## config.mk

```make
export PLATFORM = sky130hd
export DESIGN_NAME = button_debouncer
export DESIGN_NICKNAME = d
export VERILOG_FILES = /design/src/rtl/button_debouncer.sv
export SDC_FILE = /design/constraint.sdc
export NUM_CORES = 1
export LEC_CHECK = 0
export BUFFER_PORTS_ARGS = -buffer_cell sky130_fd_sc_hd__buf_4
export CAP_MARGIN = 20
export CORE_UTILIZATION = 47
export CTS_BUF_LIST = sky130_fd_sc_hd__clkbuf_16
export CTS_CLUSTER_DIAMETER = 80
export DETAILED_ROUTE_END_ITERATION = 10
export GPL_TIMING_DRIVEN = 0
export SLEW_MARGIN = 20
export SYNTH_ARGS = -nofsm -noshare
export SYNTH_HDL_FRONTEND = slang
export SYNTH_SLANG_ARGS = --single-unit
```

## constraint.sdc

```tcl
create_clock -name clk_i -period 2.18 [get_ports clk_i]
set_clock_uncertainty 0.2 [all_clocks]
set_input_delay 0.218 -clock clk_i [delete_from_list [all_inputs] [get_ports clk_i]]
set_output_delay 0.218 -clock clk_i [all_outputs]
set_load 0.02 [all_outputs]
```

## src/rtl/button_debouncer.sv

```systemverilog
// rtl/button_debouncer.sv - per-bit synchronizer, stability-count debouncer with press/release pulses
// Define BUTTON_DEBOUNCER_TOGGLE_EN to build the press-toggled toggle_o state; otherwise toggle_o is 0.
module button_debouncer #(
  parameter int width_p         = 3,
  parameter int stable_cycles_p = 12000
) (
  input  logic               clk_i,
  input  logic               reset_i,
  input  logic [width_p-1:0] btn_async_unsafe_i,
  output logic [width_p-1:0] level_o,
  output logic [width_p-1:0] rise_o,
  output logic [width_p-1:0] fall_o,
  output logic [width_p-1:0] toggle_o
);

  generate
    if (stable_cycles_p < 1) begin : g_bad_stable_cycles
      $error("button_debouncer: stable_cycles_p must be at least 1");
    end
  endgenerate

  localparam int cnt_w_lp = $clog2(stable_cycles_p + 1);
  localparam logic [cnt_w_lp-1:0] last_cnt_lp = cnt_w_lp'(stable_cycles_p - 1);
  localparam logic [cnt_w_lp-1:0] one_lp      = cnt_w_lp'(1);

  logic [width_p-1:0]  sync1_q;
  logic [width_p-1:0]  sync2_q;
  logic [width_p-1:0]  level_q;
  logic [width_p-1:0]  rise_q;
  logic [width_p-1:0]  fall_q;
  logic [cnt_w_lp-1:0] cnt_q [width_p];

  // The counter only runs while sync2 disagrees with level, so any agreeing sample restarts it.
  always_ff @(posedge clk_i) begin
    if (reset_i) begin
      sync1_q <= '0;
      sync2_q <= '0;
      level_q <= '0;
      rise_q  <= '0;
      fall_q  <= '0;
      for (int i = 0; i < width_p; i++) begin
        cnt_q[i] <= '0;
      end
    end else begin
      sync1_q <= btn_async_unsafe_i;
      sync2_q <= sync1_q;
      for (int i = 0; i < width_p; i++) begin
        rise_q[i] <= 1'b0;
        fall_q[i] <= 1'b0;
        if (sync2_q[i] == level_q[i]) begin
          cnt_q[i] <= '0;
        end else if (cnt_q[i] == last_cnt_lp) begin
          cnt_q[i]   <= '0;
          level_q[i] <= sync2_q[i];
          rise_q[i]  <= sync2_q[i];
          fall_q[i]  <= ~sync2_q[i];
        end else begin
          cnt_q[i] <= cnt_q[i] + one_lp;
        end
      end
    end
  end

  assign level_o = level_q;
  assign rise_o  = rise_q;
  assign fall_o  = fall_q;

`ifdef BUTTON_DEBOUNCER_TOGGLE_EN
  logic [width_p-1:0] toggle_q;

  always_ff @(posedge clk_i) begin
    if (reset_i) begin
      toggle_q <= '0;
    end else begin
      toggle_q <= toggle_q ^ rise_q;
    end
  end

  assign toggle_o = toggle_q;
`else
  assign toggle_o = '0;
`endif

endmodule

```

==> results.cfg <==
[worst_hold_path]
worstHoldStart = sync1_q[1]
hold_path.class = flip-flop to flip-flop
hold_depth = 1
hold_path_end = sync2_q[1]

[worst_setup_path]
critPathKind = flip-flop to flip-flop
crit_required_ns = 2.06
rr_worst_depth = 6
reg2reg_from = cnt_q[0][0]
worst_setup_path_end_kind = flip-flop
cp-start-kind = flip-flop
cp.arrival_ns = 1.86
crit_slowest_cell = edfxtp_1
rr_endpoint = cnt_q[0][6]
crit_path_cell_trace = ha_1, and4_4, and4b_4, nand2b_4, buf_6, nor2_1
regToRegSetupSlack_ns = 0.20
cpPeakStageDelay_ns = 0.41
path_max_fanout = 10

[placed_design]
port_buffers = 13
dpl_cell_area_um2 = 3160
dp_hpwl_um = 3230
gp_congestion = 0.777

[cts]
cts_max_level = 3
ctsResizeCount = 0
cts_tree = built
clockBufferDepth = 2
clock_sinks = 57
path_clk_slew_ns = 0.05
cts_buffers = 9
clock-root-buffer = clkbuf_16
insertion_delay_ns = 0.32

[global_route]
grt_pass1_vias = 1812
track_usage = 0.171
grt_pass1_wl_um = 8000
grt_max_degree = 13
antenna_found_initial = 0
grt_overflow = 0

[yosys]
synth_top_area_frac = 0.449
syn_avg_cell_area_um2 = 11.1
yosys-top-cells-area = edfxtp_1, dfxtp_1, xnor2_1
yosysUniqueCellTypes = 34
ys_seq_area_frac = 0.556
synth_cells = 254
synth_seq_cells = 57
synth_area_um2 = 2810
synth_top_cell_by_area = edfxtp_1
ys_warn_count = 0

[finish]
fill_cells = 474
nets = 335
drive_above_1_share = 0.154
syn2layout_area_growth_pct = 25.1
design_area_um2 = 3510
antennaDiodeCount = 0

[route]
drt-initial-drc-count = 62
detail_route.wirelength_um = 4590
ant_nets = 0
vias = 1908
wl_per_cell_um = 11.4
dr.pass1.iters = 4
route.detailed.drc = 0
vias_per_cell = 4.72

[status]
status = finished clean

[die]
initial_core_util = 0.498
core_area_um2 = 5640
ios = 17
die_w_um = 79.3
die-area_um2 = 6290
die_y_um = 79.3
rows = 27

[power]
p_per_area_nw_per_um2 = 770
power_leakage_uw = 0.00133
vdd_ir_drop_max_mv = 0.629

[sta]
hold_ws_ns = 0.237
setup_viol = 0
hold_viol = 0
rsz0062_at_grt = no
tns_ns = 0
drv_slew = 0
post-route-period-util = 0.908
fin_crit_ns = 1.98
fmax_mhz = 505

[job]
maxCapViolations = 0
==> layout by cell type, fill, tap and decap left out, types with 4 or more instances in the layout <==
cell,instances
and3_1,9
buf_4,17
buf_6,4
clkbuf_16,10
conb_1,45
dfxtp_1,15
dlygate4sd3_1,5
edfxtp_1,42
nand2_1,12
nand2b_1,4
nand3_1,15
nand4_1,12
nor2_1,47
nor2b_1,6
nor3_1,11
nor4_1,4
xnor2_1,21
xor2_1,16
==> critical path: cells and delay by family (launching register included) <==
family	cells	cell delay [ns]
flops	1	0.41
fa+ha+maj	1	0.24
simple gates	4	0.74
buf+inv	1	0.14
==> sequential cells by signal (all words and copies together) (netlist names) <==
| signal | flops |
|---|---|
| cnt_q | 42 |
| fall_o | 3 |
| level_o | 3 |
| rise_o | 3 |
| sync1_q | 3 |
| sync2_q | 3 |
==> per-layer routing <==
metal | up-vias | GRT usage | wire (um)
met5 | - | 0 | 0
met4 | 0 | 0.0873 | 78
met3 | 9 | 0.0552 | 179
met2 | 26 | 0.254 | 2030
met1 | 871 | 0.223 | 2300
li1 | 1002 | - | -
==> Yosys cell counts <==
master,instances
a21oi_1,2
and2_1,3
and3_1,9
and4_1,1
and4_2,1
and4_4,1
and4b_4,1
buf_2,2
buf_4,3
buf_6,4
clkbuf_1,1
conb_1,2
dfxtp_1,15
edfxtp_1,42
ha_1,3
inv_1,3
mux2i_1,3
nand2_1,12
nand2_2,2
nand2b_1,4
nand2b_4,1
nand3_1,15
nand3_2,1
nand4_1,12
nand4_2,1
nor2_1,47
nor2b_1,6
nor3_1,11
nor4_1,4
nor4_2,2
nor4b_1,1
nor4b_2,2
xnor2_1,21
xor2_1,16
==> layout make-up <==
class | instances | area, um2 | area share
plain buffers | 10 | 81.3 | 0.0231
clock buffers | 10 | 250 | 0.0712
clock inverters | 6 | 47.5 | 0.0135
inverters | 3 | 11.3 | 0.00321
multi-input cells | 227 | 1320 | 0.375
flip-flops and latches | 57 | 1560 | 0.444
well taps | 72 | 90.1 | 0.0256
repair buffers | 19 | 155 | 0.0442
==> logic make-up after synthesis <==
| family | Yosys count | synth area share |
|---|---|---|
| simple gates | 137 | 0.265 |
| flops | 57 | 0.556 |
| xor+xnor | 37 | 0.115 |
| buf+inv | 13 | 0.0330 |
| fa+ha+maj | 3 | 0.0134 |
| mux | 3 | 0.0107 |
| other cells | 2 | 0.00267 |
| compound gates | 2 | 0.00356 |
==> power by group <==
| group | internal (uW) | switching (uW) | total (uW) | leakage (uW) |
|---|---|---|---|---|
| Sequential | 1200 | 38.0 | 1240 | 0.000555 |
| Clock | 847 | 502 | 1350 | 0.000149 |
| Combinational | 52.2 | 60.8 | 113 | 0.000629 |
| Total | 2100 | 601 | 2700 | 0.00133 |
==> stage by stage <==
step	worst slack, ns	instances	util	power (uW)
CTS	0.0728	403	0.621	2730
global route	0.0788	404	0.623	2810
detailed placement	0.0869	382	0.560	1370
finish	0.201	404	0.623	2700
global placement	0.0764	382	0.560	1360
floorplan	0.343	297	-	1340
==> worst max-delay path by stage <==
stage / startpoint / cells after the start / to / slack [ns]
after floorplan: cnt_q[0][0] / 6 / cnt_q[0][7] / 0.34
after global placement: cnt_q[1][0] / 6 / cnt_q[1][4] / 0.08
after detailed placement: cnt_q[1][0] / 6 / cnt_q[1][10] / 0.09
after CTS: cnt_q[1][0] / 6 / cnt_q[1][10] / 0.07
after global routing: cnt_q[2][0] / 6 / cnt_q[2][9] / 0.08
final: cnt_q[0][0] / 6 / cnt_q[0][6] / 0.20
==> repair_timing <==
action / CTS / global route
setup buffers: 0 / 1
hold endpoints to repair: 6 / 0
endpoints found under the setup margin: 0 / 10
hold buffers: 5 / 0
(Power assumes the default switching activity.)
